==> src/rtl/wave_sequence_ctrl_pkg.sv <==
// Shared definitions for the waveform sequencer: FSM encoding, segment-entry
// field layout and the wave select codes understood by the ROM mux.
package wave_sequence_ctrl_pkg;

  typedef enum logic [1:0] {
    ST_IDLE = 2'b00,
    ST_LOAD = 2'b01,
    ST_RUN  = 2'b10
  } seq_state_t;

  localparam int ENTRY_W  = 15;
  localparam int WAVE_LSB = 12;
  localparam int WAVE_W   = 3;
  localparam int STEP_LSB = 8;
  localparam int STEP_W   = 4;
  localparam int PER_LSB  = 0;
  localparam int PER_W    = 8;

  typedef enum logic [2:0] {
    WAVE_SINE    = 3'd0,
    WAVE_TRI     = 3'd1,
    WAVE_SAW     = 3'd2,
    WAVE_SQUARE  = 3'd3,
    WAVE_RSAW    = 3'd4,
    WAVE_PULSE   = 3'd5,
    WAVE_HALFSIN = 3'd6,
    WAVE_DC      = 3'd7
  } wave_sel_t;

  // A zero step would freeze the address, so it is promoted to 1.
  function automatic logic [STEP_W-1:0] eff_step(input logic [STEP_W-1:0] s);
    return (s == '0) ? STEP_W'(1) : s;
  endfunction

endpackage

==> src/rtl/wave_sequence_ctrl_prescaler.sv <==
// Sample-tick generator: counts 0..PRESCALE-1 while enabled and pulses tick on
// the terminal count; clr restarts the count so the first tick is PRESCALE away.
module seq_prescaler #(
  parameter int PRESCALE = 4
) (
  input  logic clk,
  input  logic rst,
  input  logic clr,
  input  logic en,
  output logic tick
);

  localparam logic [7:0] TC = 8'(PRESCALE - 1);

  logic [7:0] cnt;

  assign tick = en && (cnt == TC);

  always_ff @(posedge clk) begin
    if (rst || clr) begin
      cnt <= '0;
    end else if (en) begin
      cnt <= tick ? '0 : cnt + 8'd1;
    end
  end

endmodule

==> src/rtl/wave_sequence_ctrl.sv <==
// Segment sequencer for the ROM waveform generator: walks a 4-entry table of
// {wave, step, periods} and drives the ROM address, wave select and sample strobe.
//
// state   | meaning
// IDLE    | waiting for START; segment table writable
// LOAD    | one cycle: copy table[SEG_IDX] into working registers
// RUN     | advance ADDR by step on every prescaler tick until periods done
module wave_sequence_ctrl
  import wave_sequence_ctrl_pkg::*;
#(
  parameter int PRESCALE = 4,
  parameter int ADDR_W   = 10,
  parameter int NSEG     = 4
) (
  input  logic                    CLK,
  input  logic                    RST,
  input  logic                    START,
  input  logic                    STOP,
  input  logic                    LOOP,
  input  logic                    WR_EN,
  input  logic [$clog2(NSEG)-1:0] WR_ADDR,
  input  logic [ENTRY_W-1:0]      WR_DATA,
  input  logic [2:0]              SEG_COUNT,
  output logic [ADDR_W-1:0]       ADDR,
  output logic [WAVE_W-1:0]       WAVESELECT,
  output logic                    SAMPLE_VALID,
  output logic [$clog2(NSEG)-1:0] SEG_IDX,
  output logic                    BUSY,
  output logic                    DONE
);

  localparam int         IDX_W  = $clog2(NSEG);
  localparam logic [2:0] NSEG_L = 3'(NSEG);

  seq_state_t         state;
  logic [ENTRY_W-1:0] seg_tbl [NSEG];
  logic [ENTRY_W-1:0] cur_entry;
  logic [STEP_W-1:0]  step_q;
  logic [PER_W-1:0]   per_q;
  logic [PER_W-1:0]   per_cnt;
  logic [PER_W-1:0]   per_eff;
  logic [2:0]         seg_cnt_q;
  logic [2:0]         cnt_now;
  logic [ADDR_W:0]    sum;
  logic               count_ok;
  logic               seg_end;
  logic               has_next;
  logic               tick;

  seq_prescaler #(.PRESCALE(PRESCALE)) u_prescaler (
    .clk  (CLK),
    .rst  (RST),
    .clr  (state != ST_RUN),
    .en   (state == ST_RUN),
    .tick (tick)
  );

  assign cur_entry = seg_tbl[SEG_IDX];
  assign count_ok  = (SEG_COUNT != 3'd0) && (SEG_COUNT <= NSEG_L);
  // An out-of-range count at a boundary keeps the previously sampled one.
  assign cnt_now   = count_ok ? SEG_COUNT : seg_cnt_q;
  assign sum       = {1'b0, ADDR} + (ADDR_W + 1)'(eff_step(step_q));
  assign per_eff   = (per_q == '0) ? PER_W'(1) : per_q;
  assign seg_end   = sum[ADDR_W] && ((per_cnt + PER_W'(1)) == per_eff);
  assign has_next  = ({1'b0, SEG_IDX} + 3'd1) < cnt_now;

  always_ff @(posedge CLK) begin
    if (RST) begin
      state        <= ST_IDLE;
      ADDR         <= '0;
      WAVESELECT   <= WAVE_SINE;
      SAMPLE_VALID <= 1'b0;
      SEG_IDX      <= '0;
      BUSY         <= 1'b0;
      DONE         <= 1'b0;
      step_q       <= '0;
      per_q        <= '0;
      per_cnt      <= '0;
      seg_cnt_q    <= '0;
      for (int i = 0; i < NSEG; i++) seg_tbl[i] <= '0;
    end else begin
      SAMPLE_VALID <= 1'b0;
      DONE         <= 1'b0;
      if (STOP) begin
        state   <= ST_IDLE;
        ADDR    <= '0;
        SEG_IDX <= '0;
        BUSY    <= 1'b0;
      end else begin
        case (state)
          ST_IDLE: begin
            if (WR_EN) seg_tbl[WR_ADDR] <= WR_DATA;
            if (START && count_ok) begin
              state     <= ST_LOAD;
              BUSY      <= 1'b1;
              SEG_IDX   <= '0;
              seg_cnt_q <= SEG_COUNT;
            end
          end
          ST_LOAD: begin
            WAVESELECT <= cur_entry[WAVE_LSB +: WAVE_W];
            step_q     <= cur_entry[STEP_LSB +: STEP_W];
            per_q      <= cur_entry[PER_LSB +: PER_W];
            ADDR       <= '0;
            per_cnt    <= '0;
            state      <= ST_RUN;
          end
          ST_RUN: begin
            if (tick) begin
              SAMPLE_VALID <= 1'b1;
              ADDR         <= sum[ADDR_W-1:0];
              if (seg_end) begin
                seg_cnt_q <= cnt_now;
                if (has_next) begin
                  SEG_IDX <= SEG_IDX + IDX_W'(1);
                  state   <= ST_LOAD;
                end else if (LOOP) begin
                  SEG_IDX <= '0;
                  state   <= ST_LOAD;
                end else begin
                  state <= ST_IDLE;
                  BUSY  <= 1'b0;
                  DONE  <= 1'b1;
                  ADDR  <= '0;
                end
              end else if (sum[ADDR_W]) begin
                per_cnt <= per_cnt + PER_W'(1);
              end
            end
          end
          default: begin
            state <= ST_IDLE;
            BUSY  <= 1'b0;
          end
        endcase
      end
    end
  end

endmodule

==> config.mk <==
export PLATFORM = sky130hd
export DESIGN_NAME = wave_sequence_ctrl
export DESIGN_NICKNAME = d
export VERILOG_FILES = /design/src/rtl/wave_sequence_ctrl_pkg.sv /design/src/rtl/wave_sequence_ctrl_prescaler.sv /design/src/rtl/wave_sequence_ctrl.sv
export SDC_FILE = /design/constraint.sdc
export NUM_CORES = 1
export LEC_CHECK = 0
export CORE_ASPECT_RATIO = 0.5
export CORE_MARGIN = 2
export CORE_UTILIZATION = 59
export CTS_CLUSTER_SIZE = 20
export DETAILED_ROUTE_END_ITERATION = 10
export PLACE_DENSITY = 0.8
export SYNTH_ARGS = -nofsm -noshare
export SYNTH_HDL_FRONTEND = slang
export SYNTH_SLANG_ARGS = --single-unit
==> constraint.sdc <==
create_clock -name CLK -period 2.9 [get_ports CLK]
set_input_delay 0.435 -clock CLK [delete_from_list [all_inputs] [get_ports CLK]]
set_output_delay 0.435 -clock CLK [all_outputs]
set_load 0.005 [all_outputs]
# Word-level counts from Yosys, hierarchy flattened
# Memory sizes are Yosys's and may differ from the RTL's. A register that Yosys moved wholly into a read port is not among the register bits.
# Index checks and enable logic that the tools add are counted.
[totals]
regBits = 36
mem_bits_rw = 60
in_bits = 26
output_inout_bits = 18
wordCells = 104
n_memories = 1
[classes]
add_sub_neg = 5
magnitude_cmp = 2
n_eq_ne = 13
n_mux = 47
n_bitwise = 5
reduce_logical = 22
[memory_table]
columns = ["name", "depth", "width", "rd", "rd_ports_with_merged_regs", "wr", "line", "rtl"]
rows = [
  ["seg_tbl", 4, 15, 1, 1, 4, "wave_sequence_ctrl.sv:36", "logic [ENTRY_W-1:0] seg_tbl [NSEG];"],
]
[op_table]
columns = ["op", "count"]
rows = [
  ["$mux W10", 4],
  ["$mux W8", 5],
  ["$pmux W10 S2", 1],
  ["$mux W2", 9],
  ["$mux W1", 17],
  ["$add A8 B1 Y8 const B", 2],
  ["$ne A2 B2 Y1 const B", 8],
  ["$pmux W8 S2", 1],
  ["$mux W15", 1],
  ["$reduce_and A5 Y1", 3],
  ["$reduce_or A15 Y1", 1],
  ["$mux W3", 4],
  ["$add A10 B4 Y11", 1],
  ["$eq A8 B2 Y1 const B", 1],
  ["$eq A8 B8 Y1", 1],
  ["$logic_not A8 Y1", 1],
  ["$pmux W2 S3", 1],
  ["$pmux W3 S2", 1],
  ["$reduce_and A6 Y1", 1],
  ["$reduce_or A6 Y1", 1],
  ["$not A1 Y1", 5],
  ["$logic_and A1 B1 Y1", 4],
  ["$logic_not A4 Y1", 1],
  ["$mux W4", 1],
  ["other kinds (17)", 19],
]

# Depth between registers and ports, before layout
# Gate-level depths: netlist of run 1.
[logic_depth]
word_depth = 8
mapped_depth = 12
ltp_nobuf = 12

# By module
# Synthesis of run 1 repeated with hierarchy kept, for this count alone.
[unflattened]
cells_unflattened = 514
area_unflattened_um2 = 5509.0
[by_module_without_submodules]
columns = ["mod", "instances", "cells_each", "area_each_um2", "seq_area_each_um2"]
rows = [
  ["wave_sequence_ctrl", 1, 471, 5109.9, 2662.6],
  ["seq_prescaler", 1, 43, 399.1, 160.2],
]

# Worst setup path after synthesis of run 1
# No wires, ideal clock.
[synth_timing]
path_type = "register to register"
startpoint = "register step_q[3]"
endpoint = "register per_cnt[2]"
setup_ps = 74
arrival_time_ps = 2427
t_required_ps = 2826
setup_slack_ps = 398
stages_incl_launch_ff = 13
n_path_buf = 0
synth_period_minus_slack_ps = 2502
cell_sequence = "dfxtp_1 -> nor3_1 -> or2_2 -> ha_1 -> inv_1 -> fa_1 -> nor2b_1 -> o21a_1 -> or2_2 -> nand3_1 -> or2_4 -> or4b_1 -> a31oi_1"
[synth_via]
elab_chain_len = 6
elab_cells_between_ends = 7
classes_between = "add/sub: 1; eq/ne: 2; mux: 1; reduce/logical: 3"
[synth_lines]
columns = ["item", "line", "rtl"]
rows = [
  ["start, declared", "wave_sequence_ctrl.sv:38", "logic [STEP_W-1:0] step_q;"],
  ["start signal, assigned", "wave_sequence_ctrl.sv:102", "step_q <= cur_entry[STEP_LSB +: STEP_W];"],
  ["$logic_not A4 Y1", "wave_sequence_ctrl_pkg.sv:32", "return (s == '0) ? STEP_W'(1) : s;"],
  ["$mux W4 (*)", "wave_sequence_ctrl_pkg.sv:32", ""],
  ["$add A10 B4 Y11 (*)", "wave_sequence_ctrl.sv:62", "assign sum = {1'b0, ADDR} + (ADDR_W + 1)'(eff_step(step_q));"],
  ["$logic_and A1 B1 Y1", "wave_sequence_ctrl.sv:64", "assign seg_end = sum[ADDR_W] && ((per_cnt + PER_W'(1)) == per_eff);"],
  ["$ne A2 B2 Y1 (no line)", "-", ""],
  ["$reduce_and A5 Y1 (no line) (*)", "-", ""],
  ["end signal, assigned", "wave_sequence_ctrl.sv:127", "per_cnt <= per_cnt + PER_W'(1);"],
  ["end, declared", "wave_sequence_ctrl.sv:40", "logic [PER_W-1:0] per_cnt;"],
]
# Every way passes the cells marked *; elsewhere a longest branch is shown, timed or not.
# A chain may end at the register's enable or synchronous reset.

# Worst setup path after layout of run 1
# Same ends and word-level chain as after synthesis.

==> impl_metrics.toml, run 1 <==
[final_layout]
multi_input_area_sq_um = 2760
drive_gt1_share_pct = 13.2
nets = 620
seqCellArea_sq_um = 2830
fin_cells = 718
mostFrequentLayoutCells = "and2_1 (67), edfxtp_1 (60), nand2_1 (57)"
fillers = 715
mostFrequentLayoutCell = "and2_1"
num_antenna_cells = 0
areaGrowthSynthToFinish_pct = 15.7
final_area_sq_um = 6630

[placed_design]
place_congestion = 0.897
place_inst = 702
dp.final_hpwl_mm = 8.21
dp_slack_ns = 0.158
io_buffers = 43
post_dp_cell_area_sq_um = 6330

[power_and_ir_drop]
switchingPower_mw = 0.768
leakage_nw = 2.33
internal_power_mw = 2.41
ir_worst_vdd_mv = 0.299
fin_total_pwr_mw = 3.18
seqPwrFrac_pct = 54.1
comb_power_share_pct = 8.0
p_clk_share_pct = 37.9
powerDensity_nw_per_um2 = 479
switching_share_pct = 24.2

[critical_path]
crit_path_max_fanout = 6
critical_path.endpoint_type = "flip-flop"
cp_cell_sequence = "nor3_1 -> or2_2 -> ha_1 -> inv_1 -> fa_2 -> nor2b_1 -> o21a_1 -> or2_4 -> nand3_1 -> or2_4 -> or4b_4 -> a31oi_1"
slowest_stage = "or4b_4"
reg2reg_slack_ns = 0.08
crit_type = "flip-flop to flip-flop"
cp_common_cell = "or2_4"
slowest_delay_ns = 0.48
startpoint_type = "flip-flop"
critical_path_arrival_ns = 3.09
cp.required_ns = 3.18

[timing]
skew_ns = 0.00834
setup_viol_count_final = 0
finalCritPeriodShare_pct = 97.1
slew_violations = 0
setup_tns_ns = 0
worst_slew_pin_slew_ns = 1.01
worst_slack_ns = 0.0827
fin_crit_ns = 2.82
relSlewSlack_pct = 32.2
max_freq_ghz = 0.355
hold_viol = 0

[floorplanning]
pin_count = 44
fp.dieArea_sq_um = 10600
start_util_pct = 60.7
row_count = 25
die_h_microns = 73.7
dieWidth_microns = 143
core-area_sq_um = 9450

[global_routing]
grt-busiest-layer = "met2"
gr-total-overflow = 0
antenna_found_initial = 0
grt_max_degree = 21
grt_pass1_wl_mm = 19.8
grt_pass1_vias = 4054
use_met2_pct = 40.1
grtUsageMet1_pct = 33.4
grt_usage_pct = 24.5
use_met3_pct = 5.22

[clock_network]
ctsHtreeMaxLevel = 3
cts.sinks = 111
cts-root-buf = "clkbuf_16"
cts_buffers = 9
cts_tree = "done"
clk_pin_slew_ns = 0.08
clockBufferDepth = 2
clock_latency_ns = 0.35

[drt]
drt_pre_antenna_iters = 5
drtIter0Drc = 353
via_count = 4212
drt-vias-per-instance = 5.87
wirelength_mm = 12.1
route.antenna.remaining_nets = 0
avgRoutedWirePerCell_microns = 16.8
drc = 0

[synthesis]
synth_fp_nets = 578
synth_cell_type_count = 64
synth_flop_cell = "edfxtp_1"
async_reset_ff_share_pct = 0
synthCells = 537
netlist_area_sq_um = 5730
synth.avg_cell_area_sq_um = 10.7
yosysSeqAreaShare_pct = 49.2
synth_warnings = 0
synth_edf_count = 60
ys_ff_latch = 111

[outcome]
run_status = "finished clean"

[job]
maxCapViolCount = 0

[worst_hold_path]
hold_class = "flip-flop to flip-flop"
## synthesized netlist by cell type (all sizes together), types with 3 or more instances
cell | n | area [sq um]
a21boi | 4 | 41.3
a21o | 7 | 52.6
a21oi | 22 | 121
a22o | 4 | 35.0
a31oi | 11 | 87.6
and2 | 67 | 419
and3 | 3 | 18.8
and4 | 3 | 26.3
buf | 8 | 60.1
clkbuf | 21 | 78.8
dfxtp | 51 | 1020
edfxtp | 60 | 1800
ha | 14 | 175
inv | 11 | 41.3
mux4 | 15 | 338
nand2 | 58 | 225
nand2b | 3 | 21.3
nand3 | 19 | 95.1
nand4 | 6 | 37.5
nor2 | 30 | 120
nor2b | 5 | 31.3
nor3 | 7 | 35.0
nor4 | 6 | 37.5
nor4b | 3 | 41.3
o2111ai | 3 | 26.3
o211ai | 5 | 37.5
o21a | 6 | 45.0
o21ai | 23 | 115
o311ai | 3 | 26.3
or2 | 9 | 61.3
or3 | 3 | 18.8
or4 | 8 | 60.1
xnor2 | 12 | 105
xor2 | 5 | 43.8
## final cells by class
cell class / count / share of cell area, %
multi-input combinational: 386 / 41.6
inverter: 11 / 0.623
clock buffer: 9 / 3.40
timing repair buffer: 60 / 8.41
sequential: 111 / 42.6
tap: 135 / 2.55
clock inverter: 6 / 0.868
## final timing paths
| path | from | end | depth (start not counted) |
|---|---|---|---|
| hold reg to reg | u_prescaler.cnt[0] | u_prescaler.cnt[0] | 1 |
| setup reg to reg | step_q[3] | per_cnt[2] | 12 |
| hold / removal | u_prescaler.cnt[0] | u_prescaler.cnt[0] | 1 |
| setup / recovery | step_q[3] | per_cnt[2] | 12 |
## power by group through the flow
stage | registers [mW] | clock network, mW | logic [mW]
2_1_floorplan | 1.75 | 0 | 0.161
3_3_place_gp | 1.75 | 0 | 0.250
3_5_place_dp | 1.76 | 0 | 0.253
4_1_cts | 1.72 | 1.22 | 0.254
5_1_grt | 1.73 | 1.28 | 0.281
6_report | 1.72 | 1.21 | 0.254
## routing by layer
layer | vias up | routed length (microns) | part of all wire (%)
li1 | 2041 | - | -
met1 | 2024 | 5640 | 47
met2 | 132 | 5610 | 46
met3 | 15 | 696 | 5.8
met4 | 0 | 148 | 1.2
met5 | - | 0 | 0
## worst max-delay path, delay by kind of cell, from the launching register on
family	cells	cell delay, ns
buffers and inverters	1	0.05
AO/OA/AOI/OAI	2	0.38
flip-flops	1	0.33
AND/OR/NAND/NOR	7	1.47
adder cells (fa/ha/maj)	2	0.50
## per-stage QoR
step / util [%] / hold slack [ns]
after CTS: 70.0 / 0.456
after global placement: 67.0 / 0.428
after global routing: 70.2 / 0.484
final: 70.2 / 0.458
after detailed placement: 67.0 / 0.438
after floorplan: - / 0.418
## cell families after synthesis
family | synth area share, %
buffers and inverters | 3.14
AND/OR/NAND/NOR | 22.9
XOR/XNOR | 2.60
multiplexers | 6.50
flip-flops | 49.2
adder cells (fa/ha/maj) | 3.41
AO/OA/AOI/OAI | 12.2
## registers in the layout, indices dropped and copies added (netlist names)
register / count
SEG_IDX: 2
BUSY: 1
per_cnt: 8
u_prescaler.cnt: 8
ADDR: 10
seg_cnt_q: 3
step_q: 4
seg_tbl: 60
state: 2
DONE: 1
SAMPLE_VALID: 1
per_q: 8
WAVESELECT: 3
## what timing repair did
action	4_1_cts	5_1_grt
resized for setup	0	5
endpoints found under the setup margin	0	1
hold buffers	0	0
buffers inserted	0	1
(Power assumes the default switching activity.)
==> run 2: changes to the inputs <==
--- a/config.mk
+++ b/config.mk
@@ -5,6 +5,7 @@
 export SDC_FILE = /design/constraint.sdc
 export NUM_CORES = 1
 export LEC_CHECK = 0
+export ABC_AREA = 0
 export CORE_ASPECT_RATIO = 0.5
 export CORE_MARGIN = 2
 export CORE_UTILIZATION = 59
==> results of run 2 <==
Final layout, timing and power as in run 1 (identical DEF).
